File: src/rtl/mod_counter_pkg.sv
// mod_counter_pkg: constants and types shared by the modulo counter.
//   DEFAULT_WIDTH/MOD/PRESCALE : default parameter values for mod_counter
//   DIR_UP / DIR_DOWN          : encoding of the 'up' direction input
//   op_e                       : per-cycle operation selected by the priority decode
//   pre_width()                : width of the prescaler phase register
package mod_counter_pkg;

    localparam int unsigned     DEFAULT_WIDTH    = 4;
    localparam longint unsigned DEFAULT_MOD      = 16;
    localparam int unsigned     DEFAULT_PRESCALE = 1;

    localparam logic DIR_UP   = 1'b1;
    localparam logic DIR_DOWN = 1'b0;

    typedef enum logic [1:0] {
        OpHold,
        OpStep,
        OpLoad,
        OpClr
    } op_e;

    // A prescale of 1 still gets a 1-bit phase register so the port list never collapses.
    function automatic int unsigned pre_width(input int unsigned prescale);
        return (prescale > 1) ? $clog2(prescale) : 1;
    endfunction

endpackage

File: src/rtl/mod_counter_prescale.sv
// mod_counter_prescale: enable prescaler for mod_counter.
// Counts enabled cycles 0..PRESCALE-1 and flags a step on the last one.
// Ports:
//   clk      in  clock, rising edge
//   rst_n    in  synchronous active-low reset, phase returns to 0
//   en       in  count enable; phase frozen while low
//   sync_clr in  synchronous phase clear (load/clear of the counter); suppresses step
//   step     out combinational step strobe for the current cycle
module mod_counter_prescale
    import mod_counter_pkg::*;
#(
    parameter int unsigned PRESCALE = DEFAULT_PRESCALE
) (
    input  logic clk,
    input  logic rst_n,
    input  logic en,
    input  logic sync_clr,
    output logic step
);

    localparam int unsigned     PW       = pre_width(PRESCALE);
    localparam logic [PW-1:0]   PRE_LAST = PW'(PRESCALE - 1);

    logic [PW-1:0] pre_q, pre_d;

    always_comb begin
        pre_d = pre_q;
        step  = 1'b0;
        if (sync_clr) begin
            pre_d = '0;
        end else if (en) begin
            if (pre_q == PRE_LAST) begin
                pre_d = '0;
                step  = 1'b1;
            end else begin
                pre_d = pre_q + PW'(1);
            end
        end
    end

    always_ff @(posedge clk) begin
        if (!rst_n) begin
            pre_q <= '0;
        end else begin
            pre_q <= pre_d;
        end
    end

endmodule

File: src/rtl/mod_counter.sv
// mod_counter: prescaled up/down modulo-MOD counter with load, clear and a
// registered terminal-count pulse.
// Ports:
//   clk       in  clock, rising edge
//   rst_n     in  synchronous active-low reset (q=0, tc=0, prescale phase=0)
//   en        in  count enable, advances the prescaler
//   up        in  direction, DIR_UP=1 increment / DIR_DOWN=0 decrement
//   load      in  synchronous load of load_val (clamped to MOD-1)
//   load_val  in  load value
//   clr       in  synchronous clear to 0, beats load and en
//   q         out registered count, 0..MOD-1
//   tc        out registered one-cycle pulse on wrap
// Build option: define MOD_COUNTER_SAT_EN to saturate at the boundaries
// (q holds, tc still pulses on every boundary step) instead of wrapping.
module mod_counter
    import mod_counter_pkg::*;
#(
    parameter int unsigned     WIDTH    = DEFAULT_WIDTH,
    parameter longint unsigned MOD      = DEFAULT_MOD,
    parameter int unsigned     PRESCALE = DEFAULT_PRESCALE
) (
    input  logic             clk,
    input  logic             rst_n,
    input  logic             en,
    input  logic             up,
    input  logic             load,
    input  logic [WIDTH-1:0] load_val,
    input  logic             clr,
    output logic [WIDTH-1:0] q,
    output logic             tc
);

    // Elaboration-time parameter legality.
    if (WIDTH < 1 || WIDTH > 32) begin : g_bad_width
        $error("mod_counter: WIDTH must be in 1..32");
    end
    if (MOD < 2 || MOD > (64'd1 << WIDTH)) begin : g_bad_mod
        $error("mod_counter: MOD must be in 2..2**WIDTH");
    end
    if (PRESCALE < 1 || PRESCALE > 256) begin : g_bad_prescale
        $error("mod_counter: PRESCALE must be in 1..256");
    end

    // One extra bit so MOD == 2**WIDTH is representable.
    localparam logic [WIDTH:0]   MOD_W = (WIDTH + 1)'(MOD);
    localparam logic [WIDTH-1:0] Q_MAX = WIDTH'(MOD - 1);

    logic [WIDTH-1:0] q_q, q_d;
    logic             tc_q, tc_d;
    logic             sync_clr;
    logic             step;
    op_e              op;

    logic [WIDTH:0]   q_ext;
    logic [WIDTH:0]   inc_w;
    logic [WIDTH:0]   dec_w;
    logic             wrap_up;
    logic             wrap_dn;
    logic [WIDTH-1:0] load_q;

    assign sync_clr = clr | load;

    mod_counter_prescale #(
        .PRESCALE (PRESCALE)
    ) u_prescale (
        .clk      (clk),
        .rst_n    (rst_n),
        .en       (en),
        .sync_clr (sync_clr),
        .step     (step)
    );

    // Wide arithmetic: incrementing MOD-1 reaches MOD_W exactly, and
    // decrementing 0 borrows into the top bit.
    assign q_ext   = {1'b0, q_q};
    assign inc_w   = q_ext + (WIDTH + 1)'(1);
    assign dec_w   = q_ext - (WIDTH + 1)'(1);
    assign wrap_up = (inc_w == MOD_W);
    assign wrap_dn = dec_w[WIDTH];

    // Out-of-range load values clamp to the top of the range.
    assign load_q  = ({1'b0, load_val} < MOD_W) ? load_val : Q_MAX;

    always_comb begin
        op = OpHold;
        if (clr) begin
            op = OpClr;
        end else if (load) begin
            op = OpLoad;
        end else if (step) begin
            op = OpStep;
        end
    end

    always_comb begin
        q_d  = q_q;
        tc_d = 1'b0;
        unique case (op)
            OpClr: begin
                q_d = '0;
            end
            OpLoad: begin
                q_d = load_q;
            end
            OpStep: begin
                if (up == DIR_UP) begin
                    if (wrap_up) begin
`ifdef MOD_COUNTER_SAT_EN
                        q_d  = q_q;
`else
                        q_d  = '0;
`endif
                        tc_d = 1'b1;
                    end else begin
                        q_d = inc_w[WIDTH-1:0];
                    end
                end else begin
                    if (wrap_dn) begin
`ifdef MOD_COUNTER_SAT_EN
                        q_d  = q_q;
`else
                        q_d  = Q_MAX;
`endif
                        tc_d = 1'b1;
                    end else begin
                        q_d = dec_w[WIDTH-1:0];
                    end
                end
            end
            default: begin
                q_d  = q_q;
                tc_d = 1'b0;
            end
        endcase
    end

    always_ff @(posedge clk) begin
        if (!rst_n) begin
            q_q  <= '0;
            tc_q <= 1'b0;
        end else begin
            q_q  <= q_d;
            tc_q <= tc_d;
        end
    end

    assign q  = q_q;
    assign tc = tc_q;

endmodule
File: config.mk
export PLATFORM = sky130hd
export DESIGN_NAME = mod_counter
export DESIGN_NICKNAME = d
export VERILOG_FILES = /design/src/rtl/mod_counter_pkg.sv /design/src/rtl/mod_counter_prescale.sv /design/src/rtl/mod_counter.sv
export SDC_FILE = /design/constraint.sdc
export NUM_CORES = 1
export LEC_CHECK = 0
export ABC_AREA = 1
export BUFFER_PORTS_ARGS = -buffer_cell sky130_fd_sc_hd__buf_4
export CAP_MARGIN = 15
export CORE_AREA = 2 2 39 41
export DETAILED_ROUTE_END_ITERATION = 8
export DIE_AREA = 0 0 41 43
export PLACE_DENSITY = 0.62
export SYNTH_ARGS = -nofsm -noshare
export SYNTH_HDL_FRONTEND = slang
export SYNTH_SLANG_ARGS = --single-unit
File: constraint.sdc
create_clock -name clk -period 1.8 [get_ports clk]
set_clock_uncertainty 0.15 [all_clocks]
set_input_delay 0.27 -clock clk [delete_from_list [all_inputs] [get_ports clk]]
set_output_delay 0.27 -clock clk [all_outputs]
set_load 0.02 [all_outputs]
After elaboration in Yosys (flattened, before gate mapping)
Index checks and enable logic that the tools add are counted.
{"block": "totals", "mem_bits_ro": 0, "wordCells": 29, "out_inout_bits": 5, "register_bits": 6, "ram_bits": 0, "input_bits": 10, "memories": 0, "latch_bits": 0}
{"block": "op_classes", "n_mul": 0, "n_shift": 0, "n_reduce_logical": 3, "n_lt_le_gt_ge": 0, "n_mux": 14, "eq_ne": 4, "n_div": 0, "add_sub_neg": 3, "bitwise_logic": 2}
{"cell": "2-to-1 mux 4 bit", "count": 3}
{"cell": "one-hot mux 4 bit (3 select lines)", "count": 1}
{"cell": "2-to-1 mux 1 bit", "count": 8}
{"cell": "adder 4 x 1 -> 5 bit, second input constant", "count": 1}
{"cell": "== test 5 bit, second input constant", "count": 1}
{"cell": "subtractor 4 x 1 -> 5 bit, second input constant", "count": 1}
{"cell": "== test 2 bit, second input constant", "count": 2}
{"cell": "2-to-1 mux 2 bit", "count": 2}
{"cell": "nonzero test 3 bit", "count": 1}
{"cell": "== test 2 x 1 -> 1 bit, second input constant", "count": 1}
{"cell": "AND reduction 2 bit", "count": 1}
{"cell": "OR reduction 2 bit", "count": 1}
{"cell": "adder 1 bit, second input constant", "count": 1}
{"cell": "inverter 1 bit", "count": 1}
{"cell": "OR 1 bit", "count": 1}

Depth between registers and ports, before layout
{"block": "logic_depth", "word_depth": 8, "mapped_depth": 7, "mapped_depth_nobuf": 7}

Modules after synthesis
Synthesis repeated with hierarchy kept, for this count alone.
{"block": "hier_totals", "hier_cells": 70, "area_unflattened_um2": 439.2}
{"mod": "mod_counter", "seq_area_each_um2": 100.1, "area_each_um2": 429.2, "n_inst": 1, "cells_per_inst": 68}
{"mod": "mod_counter_prescale", "seq_area_each_um2": 0.0, "area_each_um2": 10.0, "n_inst": 1, "cells_per_inst": 2}

Worst setup path before layout
OpenSTA, ideal clock, no wires.
{"block": "synth_path", "path_type": "register to register", "startpoint": "register q_q[0] (netlist: q[0])", "endpoint": "register q_q[1] (netlist: q[1])", "t_required_ns": 1.529, "setup_time_ns": 0.121, "t_arrival_ns": 1.262, "n_path_buf": 0, "stages_incl_launch_ff": 6, "synth_period_minus_slack_ns": 1.534, "slack_ns": 0.266, "path_cell_list": "dfxtp_1 -> inv_1 -> ha_1 -> or2_0 -> nand3_1 -> a31oi_1"}
{"block": "synth_via", "elab_chain_cells": 5, "word_cells_on_any_way": 7, "cone_classes": "add/sub: 2; eq/ne: 1; mux: 4"}
{"item": "from (decl)", "line": "mod_counter.sv:48", "source": "logic [WIDTH-1:0] q_q, q_d;"}
{"item": "from (signal assigned)", "line": "mod_counter.sv:142", "source": "q_q <= q_d;"}
{"item": "adder 4 x 1 -> 5 bit", "line": "mod_counter.sv:76", "source": "assign inc_w = q_ext + (WIDTH + 1)'(1);"}
{"item": "== test 5 bit", "line": "mod_counter.sv:78", "source": "assign wrap_up = (inc_w == MOD_W);"}
{"item": "2-to-1 mux 4 bit", "line": "mod_counter.sv:107", "source": "if (wrap_up) begin"}
{"item": "2-to-1 mux 4 bit (*)", "line": "mod_counter.sv:106", "source": "if (up == DIR_UP) begin"}
{"item": "one-hot mux 4 bit (3 select lines) (*)", "line": "mod_counter.sv:98", "source": "unique case (op)"}
Mark *: on every way between the ends. The rest lies on a longest branch, timed or not.
A chain may end at the register's enable or synchronous reset.

Final worst setup path
Same ends and word-level chain as after synthesis.

==> metrics.log <==
INFO  metric worst-r2r-cell-count = 5
INFO  metric cell_at_the_root_of_the_clock_tree = sky130_fd_sc_hd__clkbuf_4
INFO  metric reg2reg_slack = about 330 ps
INFO  metric setup_viol = 0
INFO  metric num-fill-cells = around 150
INFO  metric design.die.area = 1760 sq um
INFO  metric drc_violations_left = 0
INFO  metric cpPeakStageDelay = between 400 and 500 ps
INFO  metric worst_hold_path_type = primary input to flop
INFO  metric floorplan.initialDensity = around 28%
INFO  metric rsz0062_at_grt = no
INFO  metric drt_pass1_iterations = 4
INFO  metric vias = between 400 and 500
INFO  metric routedWlPerCell = about 9.7 microns
INFO  metric crit_path_start_kind = flop
INFO  metric synth.net_count = between 70 and 80
INFO  metric synth_area = between 300 and 400 sq um
INFO  metric path_class = flop to flop
INFO  metric cts_made_buffers = 3
INFO  metric worst_setup_path_startpoint = q[0]
INFO  metric postCtsSetupRepairBufs = 0
INFO  metric p_per_area = 656 nW/um^2
INFO  metric relative_area_change_from_synthesis_to_final_layout = 39.7%
INFO  metric clock_tree.buffer_depth = 2
INFO  metric final_max_slew_viol_count = 0
INFO  metric cts_tree = done
INFO  metric synth_top_area_cell = sky130_fd_sc_hd__dfxtp_1
INFO  metric finalWeightedCongestion = between 0.8 and 0.9
INFO  metric drive_gt1_share = about 28%
INFO  metric cts_hold_repair.buffers = 0
INFO  metric antenna_found_initial = 0
INFO  metric critical_path_required = 1790 ps
INFO  metric synth_area_per_cell = around 6.4 sq um
INFO  metric buffering_stage_count_on_the_worst_path_with_inverters_included = 1
INFO  metric grt-ovfl-total = 0
INFO  metric worst_slew_margin_rel = ~80%
INFO  metric floorplan.die.height = between 40 and 50 microns
INFO  metric crit_end = q[1]
INFO  metric slowest_stage = sky130_fd_sc_hd__dfxtp_1
INFO  metric netSwitchingFraction = between 30% and 40%
INFO  metric finish.net_count = 91
INFO  metric critical_path_arrival = around 1500 ps
INFO  metric end_kind = flop
INFO  metric status = finished clean
INFO  metric cell_types_with_the_largest_area_share_after_synthesis = sky130_fd_sc_hd__dfxtp_1 26%, sky130_fd_sc_hd__nand2_1 14%, sky130_fd_sc_hd__nand3_1 13%, sky130_fd_sc_hd__inv_1 7.9%, sky130_fd_sc_hd__ha_1 6.6%
INFO  metric placement_rows = 14
INFO  metric report.power.total = between 300 and 400 uW
INFO  metric rr_endpoint = q[1]
INFO  metric htree_levels = 1
INFO  metric final_cell_mix = 14 x sky130_fd_sc_hd__nand2_1, 14 x sky130_fd_sc_hd__buf_4, 10 x sky130_fd_sc_hd__nand3_1, 8 x sky130_fd_sc_hd__inv_1, 5 x sky130_fd_sc_hd__dfxtp_1
INFO  metric internal-power = about 240 uW
INFO  metric clkPwrFrac = ~40%
INFO  metric power.switching = ~110 uW
INFO  metric seq_area_frac_synth = 26.2%
INFO  metric placedInstanceArea = 507 sq um
INFO  metric clk_transition_reported_paths = ~50 ps
INFO  metric antenna-diode-count = 0
INFO  metric design.portCount = 15
INFO  metric yosys.cell_types.count = 18
INFO  metric die_width = between 40 and 50 microns
INFO  metric first_global_vias = 365
INFO  metric post-place-cells = 90
INFO  metric cts.sink_count = 5
INFO  metric yosysWarningCount = 0
INFO  metric leakagePower = 0.000267 uW
INFO  metric core_footprint = between 1000 and 1500 sq um
INFO  metric finish.instance_area = between 500 and 600 sq um
INFO  metric synth_top_area_share = a little over a quarter
INFO  metric timing.hold.ws = around 130 ps
INFO  metric grt_pass1_wl = 1480 microns
INFO  metric r2r_start = q[0]
INFO  metric grt_start_max_net_pins = 8
INFO  metric cp_max_fanout = 7
INFO  metric comb_power_share = roughly 24%
INFO  metric finalNonFillerCells = 94
INFO  metric crit_path_cells = inv_1, ha_1, or2_0, nand3_1, a31oi_1
INFO  metric post_cts_resized = 0
INFO  metric finalCritPeriodShare = approximately 82%
INFO  metric synth.ff_latch_count = 5
INFO  metric timing.final.hold_violations = 0
INFO  metric max_freq = 681 MHz
INFO  metric number_of_instances_in_the_synthesized_netlist = 60
INFO  metric number_of_drc_markers_after_the_initial_detailed_route_iteration = 12
INFO  metric max_capacitance_violation_count = 0
INFO  metric total_routing_resource_utilization_after_global_routing = around an eighth
INFO  metric antenna_violation_net_count_after_detailed_routing = 0
INFO  metric setup_tns = 0 ps
INFO  metric timing_worst_slew_pin_value = 267 ps
INFO  metric route.final.wire_length = 911 microns
INFO  metric post_drt_via_cell_ratio = 4.86
INFO  metric place.port_buffers = 14
INFO  metric min_period = approximately 1500 ps
INFO  metric power.sequential.fraction = between 30% and 40%
INFO  metric clock_latency = 250 ps
INFO  metric critical-path-top-delay-family = flip-flops
INFO  metric max-vdd-ir-drop = between 200 and 300 uV
INFO  metric cp.depth = 5
[worst min-delay path by stage]
stage	startpoint	endpoint	slack [ps]	cells past startpoint
finish	rst_n	tc	130	2
CTS	rst_n	tc	120	2
floorplan	rst_n	q[0]	250	2
global route	rst_n	tc	140	2
detailed placement	rst_n	tc	390	2
global placement	rst_n	tc	390	2
[registers in the layout, indices dropped and copies added, names as in the netlist]
signal / flops
tc: 1
q: 4
[cell type report]
type | instances | area, sq um | area share [%]
Sequential cell | 5 | 100 | 18.8
Timing Repair Buffer | 14 | 105 | 19.7
Inverter | 10 | 37.5 | 7.04
Multi-Input combinational cell | 45 | 244 | 45.8
Clock buffer | 4 | 26.3 | 4.93
Tap cell | 16 | 20.0 | 3.76
[power groups by stage]
stage	clock [uW]	combinational (uW)	sequential, uW
after floorplan	0	43.2	132
after global placement	0	84.2	127
after detailed placement	0	84.8	127
after CTS	145	85.0	125
after global routing	150	94.7	126
final	139	84.9	125
[routing by layer]
layer  vias to the layer above  track usage (%)  share of wire, %  wire, microns
met5                         -                0                 0              0
met3                         4             3.14               4.9             45
met2                        16             17.8                51            466
met1                       202             15.5                40            367
met4                         0             10.7               3.4             31
li1                        235                -                 -              -
[logic make-up after synthesis]
family,Yosys count,synth area share (%)
xor gates and xnor gates,1,2.30
AOI/OAI and AO/OA,9,12.8
and+or+nand+nor,33,42.3
DFF,5,26.2
adders and majority gates,2,6.56
buffers and inverters,10,9.84
[synthesized netlist by cell type]
cell	count
sky130_fd_sc_hd__a21oi_1	3
sky130_fd_sc_hd__a31oi_1	2
sky130_fd_sc_hd__and3_1	1
sky130_fd_sc_hd__dfxtp_1	5
sky130_fd_sc_hd__ha_1	2
sky130_fd_sc_hd__inv_1	8
sky130_fd_sc_hd__inv_2	2
sky130_fd_sc_hd__nand2_1	14
sky130_fd_sc_hd__nand3_1	10
sky130_fd_sc_hd__nand4_1	1
sky130_fd_sc_hd__nor2_1	3
sky130_fd_sc_hd__nor2_2	1
sky130_fd_sc_hd__nor2_4	2
sky130_fd_sc_hd__o21ai_0	2
sky130_fd_sc_hd__o21ai_1	1
sky130_fd_sc_hd__o22ai_1	1
sky130_fd_sc_hd__or2_0	1
sky130_fd_sc_hd__xor2_1	1
[worst reg2reg max path: cells and delay by family (launching register included)]
family          cells  cell delay [ps]
buf+inv             1              100
simple gates        2              310
compound gates      1               70
flops               1              410
fa+ha+maj           1              310
[per-stage QoR]
stage	util [%]	setup slack (ps)
finish	38.5	331
global route	38.5	206
CTS	38.5	319
detailed placement	36.6	338
global placement	36.6	364
floorplan	-	266
Power figures use the tool's default switching activity.
